**src/rtl/core_pkg.sv**
```systemverilog
// Shared constants and FSM encoding for the instruction-memory responder.
package core_pkg;

    localparam logic [31:0] NOP             = 32'h0000_0013;
    localparam int unsigned WAIT_STATES_DEF = 0;

    typedef enum logic [2:0] {
        ST_IDLE    = 3'd0,
        ST_READ    = 3'd1,
        ST_CAPTURE = 3'd2,
        ST_WAIT    = 3'd3,
        ST_RESP    = 3'd4
    } imem_state_e;

endpackage

```
**src/rtl/imem_responder.sv**
```systemverilog
// Memory-side end of the fetch REQ/GNT handshake: one SRAM read, optional wait states, one-cycle grant.
// Define IMEM_ERR_EN to add o_INSTRUCTION_ERR and fault misaligned / out-of-range addresses.
module imem_responder
    import core_pkg::*;
#(
    parameter int unsigned WAIT_STATES = WAIT_STATES_DEF,
    parameter int unsigned ADDR_WIDTH  = 10
) (
    input  logic                  i_CLK,
    input  logic                  i_RSTn,
    input  logic                  i_INSTRUCTION_REQ,
    input  logic [31:0]           i_INSTRUCTION_ADDR,
    output logic                  o_INSTRUCTION_GNT,
    output logic [31:0]           o_INSTRUCTION,
    output logic                  o_MEM_CE,
    output logic [ADDR_WIDTH-1:0] o_MEM_ADDR,
`ifdef IMEM_ERR_EN
    output logic                  o_INSTRUCTION_ERR,
`endif
    input  logic [31:0]           i_MEM_RDATA
);

    localparam logic [3:0] WAIT_LOAD = (WAIT_STATES > 0) ? 4'(WAIT_STATES - 1) : 4'd0;

    imem_state_e           state_q, state_d;
    logic [ADDR_WIDTH-1:0] addr_q;
    logic [3:0]            cnt_q;
    logic [31:0]           rdata_q;
    logic [31:0]           instr_q;
    logic                  err_q;
    logic                  addr_bad;

`ifdef IMEM_ERR_EN
    assign addr_bad = (|i_INSTRUCTION_ADDR[1:0]) ||
                      ((i_INSTRUCTION_ADDR >> (ADDR_WIDTH + 2)) != 32'd0);
`else
    // Low bits and upper aliasing bits are deliberately ignored in this build.
    logic addr_unused;
    assign addr_unused = ^{i_INSTRUCTION_ADDR[31:ADDR_WIDTH+2], i_INSTRUCTION_ADDR[1:0]};
    assign addr_bad    = 1'b0;
`endif

    always_comb begin
        state_d = state_q;
        case (state_q)
            ST_IDLE: begin
                if (i_INSTRUCTION_REQ)
                    state_d = addr_bad ? ST_RESP : ST_READ;
            end
            ST_READ: begin
                state_d = i_INSTRUCTION_REQ ? ST_CAPTURE : ST_IDLE;
            end
            ST_CAPTURE: begin
                if (!i_INSTRUCTION_REQ)
                    state_d = ST_IDLE;
                else
                    state_d = (WAIT_STATES > 0) ? ST_WAIT : ST_RESP;
            end
            ST_WAIT: begin
                if (!i_INSTRUCTION_REQ)
                    state_d = ST_IDLE;
                else if (cnt_q == 4'd0)
                    state_d = ST_RESP;
            end
            ST_RESP: begin
                state_d = ST_IDLE;
            end
            default: begin
                state_d = ST_IDLE;
            end
        endcase
    end

    always_ff @(posedge i_CLK or negedge i_RSTn) begin
        if (!i_RSTn) begin
            state_q <= ST_IDLE;
            addr_q  <= '0;
            cnt_q   <= 4'd0;
            rdata_q <= NOP;
            instr_q <= NOP;
            err_q   <= 1'b0;
        end else begin
            state_q <= state_d;
            err_q   <= (state_q == ST_IDLE) && (state_d == ST_RESP);

            if (state_q == ST_IDLE && i_INSTRUCTION_REQ && !addr_bad)
                addr_q <= i_INSTRUCTION_ADDR[ADDR_WIDTH+1:2];

            if (state_q == ST_CAPTURE)
                cnt_q <= WAIT_LOAD;
            else if (state_q == ST_WAIT && cnt_q != 4'd0)
                cnt_q <= cnt_q - 4'd1;

            if (state_q == ST_CAPTURE && i_INSTRUCTION_REQ)
                rdata_q <= i_MEM_RDATA;

            // The visible word only changes when a grant is actually issued,
            // so an aborted fetch never disturbs o_INSTRUCTION.
            if (state_d == ST_RESP) begin
                if (state_q == ST_CAPTURE)
                    instr_q <= i_MEM_RDATA;
                else if (state_q == ST_WAIT)
                    instr_q <= rdata_q;
                else
                    instr_q <= NOP;
            end
        end
    end

    assign o_MEM_CE          = (state_q == ST_READ);
    assign o_MEM_ADDR        = addr_q;
    assign o_INSTRUCTION_GNT = (state_q == ST_RESP);
    assign o_INSTRUCTION     = instr_q;
`ifdef IMEM_ERR_EN
    assign o_INSTRUCTION_ERR = err_q;
`else
    logic err_unused;
    assign err_unused = err_q;
`endif

endmodule

```
**config.mk**
```make
export PLATFORM = sky130hd
export DESIGN_NAME = imem_responder
export DESIGN_NICKNAME = d
export VERILOG_FILES = /design/src/rtl/core_pkg.sv /design/src/rtl/imem_responder.sv
export SDC_FILE = /design/constraint.sdc
export NUM_CORES = 1
export LEC_CHECK = 0
export CAP_MARGIN = 20
export CORE_ASPECT_RATIO = 1.4
export CORE_MARGIN = 1
export CORE_UTILIZATION = 50
export DETAILED_ROUTE_END_ITERATION = 8
export HOLD_SLACK_MARGIN = 0.15
export PLACE_DENSITY = 0.85
export SYNTH_ARGS = -nofsm -noshare
export SYNTH_HDL_FRONTEND = slang
export SYNTH_SLANG_ARGS = --single-unit
```
**constraint.sdc**
```tcl
create_clock -name i_CLK -period 5.74 [get_ports i_CLK]
set_input_delay 0.861 -clock i_CLK [delete_from_list [all_inputs] [get_ports i_CLK]]
set_output_delay 0.861 -clock i_CLK [all_outputs]
set_load 0.03 [all_outputs]
```
== Yosys cells after proc, flatten, opt, wreduce, memory -nomap -nowiden ==
Cells that the tools add are included.
Storage, ports and cells
  flip-flop bits (word level): 81
  output and inout port bits: 44
Cells by class
  reduce and logical (&&, ||, !) cells: 7
  multiplexer cells: 10
  equal/unequal tests: 5
  add/sub/neg operators: 1
Operators by type and width (number)
  $mux 32: 2
  $mux 3: 4
  $pmux 3 s4: 1
  $mux 4: 2
  $eq 3x2->1 const B: 2
  $eq 3x3->1 const B: 2
  $logic_not 4->1: 1
  $reduce_bool 4->1: 1
  $sub 4x1->4 const B: 1
  $eq 3x1->1 const B: 1
  $logic_and 1x1->1: 3
  $logic_not 3->1: 1
  $mux 2: 1
  $reduce_bool 2->1: 1

== Logic depth before layout (Yosys ltp) ==
  word-level depth: 5
  mapped depth: 6

== Worst setup path after synthesis ==
No wires, ideal clock.
  kind: reg2out
  from: register state_q[0]
  to: output o_INSTRUCTION_GNT
  cell stages (with the launch flop): 6
  arrival: 1.543 ns
  path slack: 3.336 ns
  buffers on the path: 3
  required time: 4.879 ns
  path through: dfrtp_1 -> buf_2 -> buf_2 -> buf_2 -> or2_2 -> nor2_1
On the way
  longest elaborated chain between the ends: 1
Ends and longest elaborated chain
  from (decl): RTL line imem_responder.sv:25  | imem_state_e state_q, state_d;
  from (signal assigned): RTL line imem_responder.sv:83  | state_q <= state_d;
  $eq 3x3->1: RTL line imem_responder.sv:112  | assign o_INSTRUCTION_GNT = (state_q == ST_RESP);
  to (decl): RTL line imem_responder.sv:13  | output logic o_INSTRUCTION_GNT,
Every way passes these cells.

== Worst setup path after layout ==
  from: register state_q[0]
  to: output o_MEM_CE
On the way
  longest elaborated chain between the ends: 1
Ends and longest elaborated chain
  $eq 3x1->1: RTL line imem_responder.sv:110  | assign o_MEM_CE = (state_q == ST_READ);
  to (decl): RTL line imem_responder.sv:15  | output logic o_MEM_CE,
Every way passes these cells.

==> metrics <==
HPWL after DPL 4434 µm; antenna-violating nets left 0; syn_nets 299; CTS tree yes; Area Overhead vs Synth 33.29%; via count 2150; Nets 389; wire per inst 15.81 µm; Synth Area in Compound Gates 1.138%; hold slack final 338.3 ps; gr usage total 20.05%; area occupied by multi-input gates 0.001395 mm²; syn_area_per_cell 15.23 µm²; DRT iter0 DRCs 86; Slew HR 37.02%; clock sink count 81; Worst Tran Pin Value 944.6 ps; Rows 35; RSZ-0062 raised after global routing no; EDFF count, synth 0; static leakage 1.953 nW; Post-synth top flop dfrtp_1; final hold vios 0; Power Density 464.9 mW/mm²; GRT Residual Overflow 0; FF/Latch Area 0.002036 mm²; clock tree buffer depth 2; count leader, synth mux2_2; final slew viol count 0; Peak VDD IR 285.8 µV; root buf cell clkbuf_8; die width 72.90 µm; maximum capacitance violations 0; first-pass GRT wire length 11010 µm; R2R Setup Slk 3180 ps; clock skew 9.813 ps; Yosys cell types 28; Synth area leaders dfrtp_1 (53%), mux2_2 (33%), dfstp_2 (4.5%); H-tree levels 3; Synth Cell Area 0.003518 mm²; Initial Util 52.51%; Post-Synth Adder-Cell Area 0.3556%; crit share post-route 55.93%; min Tclk post-route 3210 ps; mux share of post-synthesis cell area 34.78%; DR DRC count 0; fraction of registers with async set or reset after synthesis 100.0%; Cells after Synth 231; number of diodes 0; Hold Crit Class input pin to async pin; TNS Setup 0 ps; most frequent cells after synthesis mux2_2 (103), dfrtp_1 (75), buf_2 (7); yosys warns 0; Post-CTS Resized 0; DR vias/cell 5.144; pin count of the biggest net entering global routing 82; Fillers 471; Worst setup SP type flop; Seq cells post-synth 81; Final setup viols 0; WS Path Type flop to output pin; Setup Buffers After CTS 0; I/O pin count 111; Clk pin slew, worst setup/hold paths 80 ps; vias in the first global route 2295; main combinational cell family by area after synthesis multiplexers; layout cell share with drive strength beyond 1 40.80%; post-synthesis sequential area ratio 57.82%; TritonCTS Buffers 9; Die Footprint 0.007381 mm²; xor/xnor cell area share of the yosys netlist 0%; Crit path required time 4880 ps; CTS Hold Buffers Added 0; Clk Latency, worst-skew pair 350 ps; Yosys top cell area share 53.34%; Worst Path Arrival 2350 ps; simple-gate share of the synthesized area 3.201%; Synth area leader dfrtp_1; antenna violations before repair 0; Fmax 311.5 MHz; Worst Path Max Fanout 41; Setup crit end kind output pin; outcome completed; Core ar. 0.006700 mm²; IO Port Bufs 88; Die Span Y 101.3 µm; DRT Wirelength 6608 µm; drt pass-1 iters 4; RD Place Congestion 0.6983
[worst max-delay path, cell delays in order (launching register included)]
cell	delay (ps)
dfrtp_2	990
nand2b_1	160
nor2_1	140
clkdlybuf4s50_1	700
[state kept, by name, summed over array words and instances, names as in the netlist]
register,cells
cnt_q,4
o_INSTRUCTION,32
o_MEM_ADDR,10
rdata_q,32
state_q,3
[cells in the final DEF (no fill, tap or decap), drive strengths merged, types with 2 or more instances in the layout]
| master | Yosys | layout |
|---|---|---|
| clkbuf | 3 | 11 |
| inv | 4 | 4 |
| or3b | 2 | 2 |
| mux2 | 106 | 106 |
| mux2i | 3 | 3 |
| buf | 10 | 5 |
| nor2 | 2 | 2 |
| dfstp | 6 | 6 |
| clkdlybuf4s50 | 0 | 87 |
| a21oi | 3 | 3 |
| nand2 | 4 | 4 |
| dfrtp | 75 | 75 |
| clkinv | 0 | 3 |
[through the flow]
| step | cells | worst slack (ps) | cell area, µm² | util [%] | power [W] |
|---|---|---|---|---|---|
| final | 418 | 2530 | 4690 | 69.99 | 0.002180 |
| after global routing | 418 | 2397 | 4690 | 69.99 | 0.002293 |
| after CTS | 416 | 2507 | 4654 | 69.47 | 0.002197 |
| after detailed placement | 400 | 2674 | 4467 | 66.67 | 0.001796 |
| after global placement | 399 | 2659 | 4447 | 66.37 | 0.001763 |
| after floorplan | 231 | 3336 | 3518 | - | 0.001429 |
[cell families (layout without fill, tap and decap cells)]
kind of cell | Yosys count | count (layout)
mux | 109 | 109
flops | 81 | 81
simple gates | 18 | 18
buf+inv | 17 | 112
compound gates | 5 | 5
fa+ha+maj | 1 | 1
[cell type report]
| class | count | share of cell area [%] |
|---|---|---|
| clock buffer | 11 | 2.801 |
| inverter | 4 | 0.3202 |
| clock inverter | 5 | 1.201 |
| timing repair buffer | 92 | 20.06 |
| tap | 92 | 2.455 |
| sequential | 81 | 43.41 |
| multi-input combinational | 133 | 29.75 |
[metal layers]
| metal | vias to the layer above | global-route usage, % | share of wire, % | routed length (µm) |
|---|---|---|---|---|
| met4 | 0 | 7.240 | 1.4 | 92 |
| li1 | 1002 | - | - | - |
| met3 | 8 | 6.667 | 4.2 | 278 |
| met5 | - | 0 | 0 | 0 |
| met2 | 44 | 34.08 | 54 | 3573 |
| met1 | 1096 | 23.60 | 40 | 2664 |
[final timing paths]
kind	from	to	cells past startpoint
max	state_q[0]$_DFF_PN0_	o_MEM_CE	3
min	i_RSTn	o_MEM_ADDR[1]$_DFFE_PN0P_	1
max reg2reg	state_q[0]$_DFF_PN0_	rdata_q[24]$_DFFE_PN0P_	4
min reg2reg	rdata_q[22]$_DFFE_PN0P_	rdata_q[22]$_DFFE_PN0P_	1
max in group asynchronous	i_RSTn	rdata_q[1]$_DFFE_PN1P_	2
min in group i_CLK	rdata_q[22]$_DFFE_PN0P_	rdata_q[22]$_DFFE_PN0P_	1
[power by group]
group	internal [W]	switching, W	total, W
Sequential	0.000802	0.000121	0.000923
Clock	0.000201	0.000199	0.000400
Combinational	0.000446	0.000411	0.000857
Total	0.00145	0.000731	0.00218
Note: power is estimated with default switching activity, not from simulation.
